--- config.mk ---
export PLATFORM = sky130hd
export DESIGN_NAME = alu_exec_unit
export DESIGN_NICKNAME = d
export VERILOG_FILES = /design/src/rtl/alu_exec_unit.sv
export SDC_FILE = /design/constraint.sdc
export NUM_CORES = 1
export LEC_CHECK = 0
export BUFFER_PORTS_ARGS = -buffer_cell sky130_fd_sc_hd__buf_4
export CAP_MARGIN = 20
export CELL_PAD_IN_SITES_DETAIL_PLACEMENT = 1
export CELL_PAD_IN_SITES_GLOBAL_PLACEMENT = 1
export CORE_MARGIN = 2
export CORE_UTILIZATION = 46
export DETAILED_ROUTE_END_ITERATION = 10
export GPL_ROUTABILITY_DRIVEN = 0
export PLACE_DENSITY_LB_ADDON = 0.1
export SKIP_LAST_GASP = 1
export SLEW_MARGIN = 20
export SYNTH_ARGS = -nofsm -noshare
export SYNTH_HDL_FRONTEND = slang
export SYNTH_SLANG_ARGS = --single-unit
--- constraint.sdc ---
create_clock -name clk -period 5.5 [get_ports clk]
set_clock_uncertainty 0.1 [all_clocks]
set_input_delay 0.55 -clock clk [delete_from_list [all_inputs] [get_ports clk]]
set_output_delay 0.55 -clock clk [all_outputs]
set_load 0.01 [all_outputs]
--- src/rtl/alu_exec_unit.sv ---
// Execute-stage ALU: single-cycle logic/arithmetic ops plus a WIDTH-cycle shift-add multiply.
// Operands enter and results leave through valid/ready handshakes.
module alu_exec_unit #(
    parameter int WIDTH = 32
) (
    input  logic             clk,
    input  logic             reset,
    input  logic [3:0]       alu_control_in,
    input  logic [WIDTH-1:0] a,
    input  logic [WIDTH-1:0] b,
    input  logic             in_valid,
    output logic             in_ready,
    output logic [WIDTH-1:0] result,
    output logic             zero,
    output logic             overflow,
    output logic             bad_op,
    output logic             out_valid,
    input  logic             out_ready
);

    localparam logic [3:0] OP_AND = 4'b0000;
    localparam logic [3:0] OP_OR  = 4'b0001;
    localparam logic [3:0] OP_ADD = 4'b0010;
    localparam logic [3:0] OP_SUB = 4'b0110;
    localparam logic [3:0] OP_SLT = 4'b0111;
    localparam logic [3:0] OP_MUL = 4'b1000;
    localparam logic [3:0] OP_NOR = 4'b1100;
    localparam int CNT_W = $clog2(WIDTH + 1);

    typedef enum logic [1:0] {S_IDLE, S_MUL, S_HOLD} state_t;

    state_t                   r_state;
    state_t                   w_state_nxt;
    logic                     w_accept;
    logic                     w_is_mul;
    logic [WIDTH-1:0]         r_mcand;
    logic [WIDTH-1:0]         r_mplier;
    logic [WIDTH-1:0]         r_acc;
    logic [CNT_W-1:0]         r_cnt;
    logic [WIDTH-1:0]         w_acc_nxt;
    logic                     w_mul_last;
    logic [WIDTH-1:0]         r_result;
    logic                     r_zero;
    logic                     r_ovf;
    logic                     r_bad;
    logic [WIDTH-1:0]         w_sum;
    logic [WIDTH-1:0]         w_diff;
    logic signed [WIDTH-1:0]  w_a_s;
    logic signed [WIDTH-1:0]  w_b_s;
    logic [WIDTH-1:0]         w_alu_res;
    logic                     w_alu_ovf;
    logic                     w_alu_bad;

    assign result     = r_result;
    assign zero       = r_zero;
    assign overflow   = r_ovf;
    assign bad_op     = r_bad;
    assign w_is_mul   = (alu_control_in == OP_MUL);
    assign w_accept   = in_valid && in_ready;
    assign w_mul_last = (r_cnt == CNT_W'(1));

    always_ff @(posedge clk or posedge reset) begin
        if (reset) r_state <= S_IDLE;
        else       r_state <= w_state_nxt;
    end

    always_comb begin
        w_state_nxt = r_state;
        case (r_state)
            S_IDLE: if (w_accept) w_state_nxt = w_is_mul ? S_MUL : S_HOLD;
            S_MUL:  if (w_mul_last) w_state_nxt = S_HOLD;
            S_HOLD: begin
                if (w_accept)       w_state_nxt = w_is_mul ? S_MUL : S_HOLD;
                else if (out_ready) w_state_nxt = S_IDLE;
            end
            default: w_state_nxt = S_IDLE;
        endcase
    end

    // A held result may be retired and replaced in the same cycle, so HOLD accepts when the consumer takes it.
    always_comb begin
        in_ready  = 1'b0;
        out_valid = 1'b0;
        case (r_state)
            S_IDLE: in_ready = !reset;
            S_HOLD: begin
                in_ready  = out_ready && !reset;
                out_valid = 1'b1;
            end
            default: ;
        endcase
    end

    always_comb begin
        w_sum     = a + b;
        w_diff    = a - b;
        w_a_s     = a;
        w_b_s     = b;
        w_alu_res = '0;
        w_alu_ovf = 1'b0;
        w_alu_bad = 1'b0;
        case (alu_control_in)
            OP_ADD: begin
                w_alu_res = w_sum;
                w_alu_ovf = (a[WIDTH-1] == b[WIDTH-1]) && (w_sum[WIDTH-1] != a[WIDTH-1]);
            end
            OP_SUB: begin
                w_alu_res = w_diff;
                w_alu_ovf = (a[WIDTH-1] != b[WIDTH-1]) && (w_diff[WIDTH-1] != a[WIDTH-1]);
            end
            OP_AND: w_alu_res = a & b;
            OP_OR:  w_alu_res = a | b;
            OP_NOR: w_alu_res = ~(a | b);
            OP_SLT: w_alu_res = {{(WIDTH-1){1'b0}}, (w_a_s < w_b_s)};
            OP_MUL: w_alu_res = '0;
            default: w_alu_bad = 1'b1;
        endcase
    end

    assign w_acc_nxt = r_mplier[0] ? (r_acc + r_mcand) : r_acc;

    always_ff @(posedge clk or posedge reset) begin
        if (reset) begin
            r_mcand  <= '0;
            r_mplier <= '0;
            r_acc    <= '0;
            r_cnt    <= '0;
            r_result <= '0;
            r_zero   <= 1'b0;
            r_ovf    <= 1'b0;
            r_bad    <= 1'b0;
        end else if (w_accept) begin
            if (w_is_mul) begin
                r_mcand  <= a;
                r_mplier <= b;
                r_acc    <= '0;
                r_cnt    <= CNT_W'(WIDTH);
            end else begin
                r_result <= w_alu_res;
                r_zero   <= (w_alu_res == '0);
                r_ovf    <= w_alu_ovf;
                r_bad    <= w_alu_bad;
            end
        end else if (r_state == S_MUL) begin
            r_acc    <= w_acc_nxt;
            r_mcand  <= r_mcand << 1;
            r_mplier <= r_mplier >> 1;
            r_cnt    <= r_cnt - CNT_W'(1);
            if (w_mul_last) begin
                r_result <= w_acc_nxt;
                r_zero   <= (w_acc_nxt == '0);
                r_ovf    <= 1'b0;
                r_bad    <= 1'b0;
            end
        end
    end

endmodule

==> results by stage <==
Setup path:
- STA classifies the critical path endpoint as a flop.
- The end of the worst register-to-register path is zero$_DFFE_PP0P_.
- The class of the most critical setup path is flop to flop.
- The worst-case register-to-register setup slack is 1.03 ns.
- The endpoint required time on the critical path is roughly 5.8 ns.
- The data arrival at the endpoint of the critical path is between 4 and 5 ns.
- The worst setup path is launched from a flop.
- In this run the worst path has a maximum fanout of 5.
- The depth of the worst register-to-register path is 13.
- The startpoint of the lowest-slack register-to-register path is r_mcand[0]$_DFFE_PP0P_.

Min path:
- The number of cells on the worst hold path is 2.
- The path category of the worst min-delay check is input port to flop.
- For hold timing, the worst endpoint is r_state[1]$_DFFE_PP0P_.
- The startpoint identified for the worst hold timing path is out_ready.

Pwr:
- The overall power is 7.21 mW.
- The worst supply voltage drop on vdd is ~0.23 mV.
- For this design the ratio of total power to cell area is 465 nW/um^2.
- In this run the static leakage power is between 7 and 8 nW.

STA:
- The final worst setup slack is 1.03 ns.
- Setup violations remaining at the end of the flow were counted as 0.
- The worst pin sits at a relative slew slack of 0.308.
- Setup repair after global routing left no endpoint under its margin.
- The number of hold-slack violations in the final timing report is 0.
- In the finished design, the share of the clock period the worst path needs comes to 0.813.
- The total negative slack for setup checks is 0 ns.
- The actual transition at the worst max-transition pin is 1.03 ns.
- The maximum clock frequency is 224 MHz.
- The time the final worst path needs with I/O delays and setup is ~4.5 ns.
- The count of final max-slew check failures came to 0.

Layout:
- The fraction of layout instances using a drive strength above 1 is 0.109.
- The post-route cell area is 15,500 um^2.
- The number of nets in the finished design is 2,074.
- For this run, the share of the core covered by cells in the final layout is 0.523.
- The final antenna diode count is 0.
- The synthesis-to-layout area growth is 12.1%.

GRT:
- The number of antenna violations at the first check in global routing is 1.
- The number of global-route vias before repair is around 15,000.
- In the global route stage, overall resource usage came out at 0.347.
- The wire length of the first global-routing pass is approximately 84,000 um.
- Entering global routing, the biggest net connects between 100 and 150 pins.
- The overall overflow remaining after global route is 0.

Status:
- The run finished with clean final reports.

Route:
- Before antenna repair, the detailed router went through 9 iterations.
- The detailed-route vias per instance is about 6.6.
- Dividing the detail-routed wire length by the instance count gives ~24 um.
- The total routed wirelength is about 55,000 um.
- The DRC violations left is 0.
- Once detail routing completed, the nets flagged for antenna violations numbered 0.
- The count of vias placed by the detailed router is approximately 15,000.
- In this run, the number of DRC markers left after iteration 0 of detailed routing was 1,462.

CTS:
- The root buffer cell is clkbuf_16.
- The clock tree synthesis step divided the H-tree into 4 levels.
- In this run, post-CTS repair resized a total of 0 instances.
- The CTS tree is yes.
- The clock latency on the worst-skew pair is ~0.45 ns.
- The clock passes through at most 2 buffers.
- CTS saw between 100 and 150 sinks.
- The clock input transition at the sequential cells of the worst setup and hold paths is ~0.07 ns.
- Counting the buffers created by CTS gives 17.
- In this run the post-CTS setup repair buffer count came out at 0.
- The number of buffers inserted for hold repair after clock tree synthesis is 0.

Synthesis:
- The number of warning messages in the yosys log is 0.
- Yosys mapped a number of flops with a built-in enable equal to 0.
- The post-synthesis instance area is between 10,000 and 15,000 um^2.
- The sequential area share after synthesis is 0.251.
- A synthesized cell averages around 7.6 um^2.
- The distinct cell type count of the synthesized netlist is just over 90.
- The synthesized design contains approximately 140 register bits.
- The primary flip-flop cell chosen by synthesis mapping is dfrtp_1.
- The number of instances in the synthesized netlist is about 1,800.
- The post-synthesis net count is just over 2,000.
- The fraction of registers with async set/reset is 1.00.

Die:
- The area of the placeable core is 29,600 um^2.
- Pin placement for this block handled 109 I/O pins.
- The die is ~180 um tall.
- The initial utilization of the core area, before any placement, comes to 0.467.
- The die covers ~31,000 um^2.
- The floorplan die width is 177 um.
- The row count is 63.

Job:
- Max-cap violations in this run came to 0.

Placed design:
- In this run the cell area measured after placement is 14,900 um^2.
- The post-DP HPWL is about 41,000 um.
- The number of input and output port buffers inserted is approximately 110.
- OpenSTA, run right after detailed placement, puts the worst setup slack at roughly 0.70 ns.
==> layer usage <==
metal	global-route usage	routed length [um]
met1	0.464	23800
met2	0.557	24900
met3	0.0737	4070
met4	0.115	1790
met5	0	18
==> synthesized netlist by cell type (all sizes together) (11+ instances only) <==
master	number	area, um^2
a211oi	24	190
a21o	27	204
a21oi	118	594
a221o	16	160
a22oi	29	218
a31oi	79	494
and2	11	68.8
buf	31	176
clkbuf	81	305
dfrtp	139	3480
ha	136	1700
inv	107	402
mux2i	22	220
nand2	263	987
nand2b	16	100
nand3	50	250
nand4	20	125
nor2	177	664
nor2b	20	125
nor3	29	145
nor4	16	115
o211ai	24	185
o21a	11	82.6
o21ai	123	616
o21bai	13	97.6
o221ai	21	184
o31ai	20	165
xnor2	24	210
xor2	18	158
==> cells by family (layout without fill, tap and decap cells) <==
| group | count (synthesis) | count (layout) | synth area share |
|---|---|---|---|
| AND/OR/NAND/NOR | 654 | 654 | 0.216 |
| AO/OA/AOI/OAI | 604 | 604 | 0.296 |
| buffers and inverters | 219 | 273 | 0.0639 |
| adder cells (fa/ha/maj) | 139 | 139 | 0.127 |
| flip-flops | 139 | 139 | 0.251 |
| XOR/XNOR | 42 | 42 | 0.0266 |
| multiplexers | 25 | 25 | 0.0184 |
==> area by class of cell <==
type,instances,area [um^2]
Timing Repair Buffer,134,1010
Clock buffer,18,439
Multi-Input combinational cell,1464,9530
Inverter,107,407
Sequential cell,139,3480
Clock inverter,14,163
Fill cell,3728,14100
Tap cell,390,488
==> stage by stage <==
step                      hold slack [ns]  cells
after global routing                0.225   2266
after CTS                           0.192   2266
after floorplan                     0.360   1822
final                               0.200   2266
after global placement              0.370   2234
after detailed placement            0.382   2234
==> critical path, cell delays in order, from the launching register on <==
cell and delay [ns]:
dfrtp_1 0.41, ha_1 0.25, fa_1 0.44, a211oi_1 0.36
nor3_1 0.20, o31ai_2 0.52, a31oi_1 0.25, a311oi_1 0.38
xnor2_1 0.11, mux2i_1 0.40, and3b_1 0.23, nand4_1 0.09
or4_1 0.58, o211ai_2 0.08
==> registers in the layout (all words and copies together), names as in the netlist <==
name	flops
r_state	2
r_acc	32
r_mcand	32
result	32
zero	1
r_cnt	6
overflow	1
bad_op	1
r_mplier	32
==> layout by cell type (no fill, tap or decap), types with 17 or more instances in the layout <==
cell       count
a211oi_1      22
a21o_1        26
a21oi_1      117
a22oi_1       29
a31oi_1       79
buf_4        134
clkbuf_16     17
dfrtp_1      139
ha_1         136
inv_1        106
mux2i_1       22
nand2_1      262
nand3_1       50
nand4_1       20
nor2_1       176
nor2b_1       20
nor3_1        29
o211ai_1      23
o21ai_0      118
o221ai_1      21
o31ai_1       17
xnor2_1       24
xor2_1        18
==> how the worst max path moves through the flow <==
stage | from | end | slack [ns]
final | r_mcand[0]$_DFFE_PP0P_ | zero$_DFFE_PP0P_ | 1.03
after global routing | r_mcand[0]$_DFFE_PP0P_ | zero$_DFFE_PP0P_ | 0.81
after CTS | r_mcand[0]$_DFFE_PP0P_ | zero$_DFFE_PP0P_ | 1.13
after detailed placement | b[12] | zero$_DFFE_PP0P_ | 0.70
after global placement | b[13] | zero$_DFFE_PP0P_ | 0.64
after floorplan | reset | bad_op$_DFFE_PP0P_ | 1.13
==> report_power, final <==
group	total, mW	switching (mW)	internal (mW)
clock	1.23	0.534	0.692
combinational	4.16	2.58	1.58
sequential	1.82	0.389	1.43
total	7.21	3.51	3.70
Power figures use the tool's default switching activity.
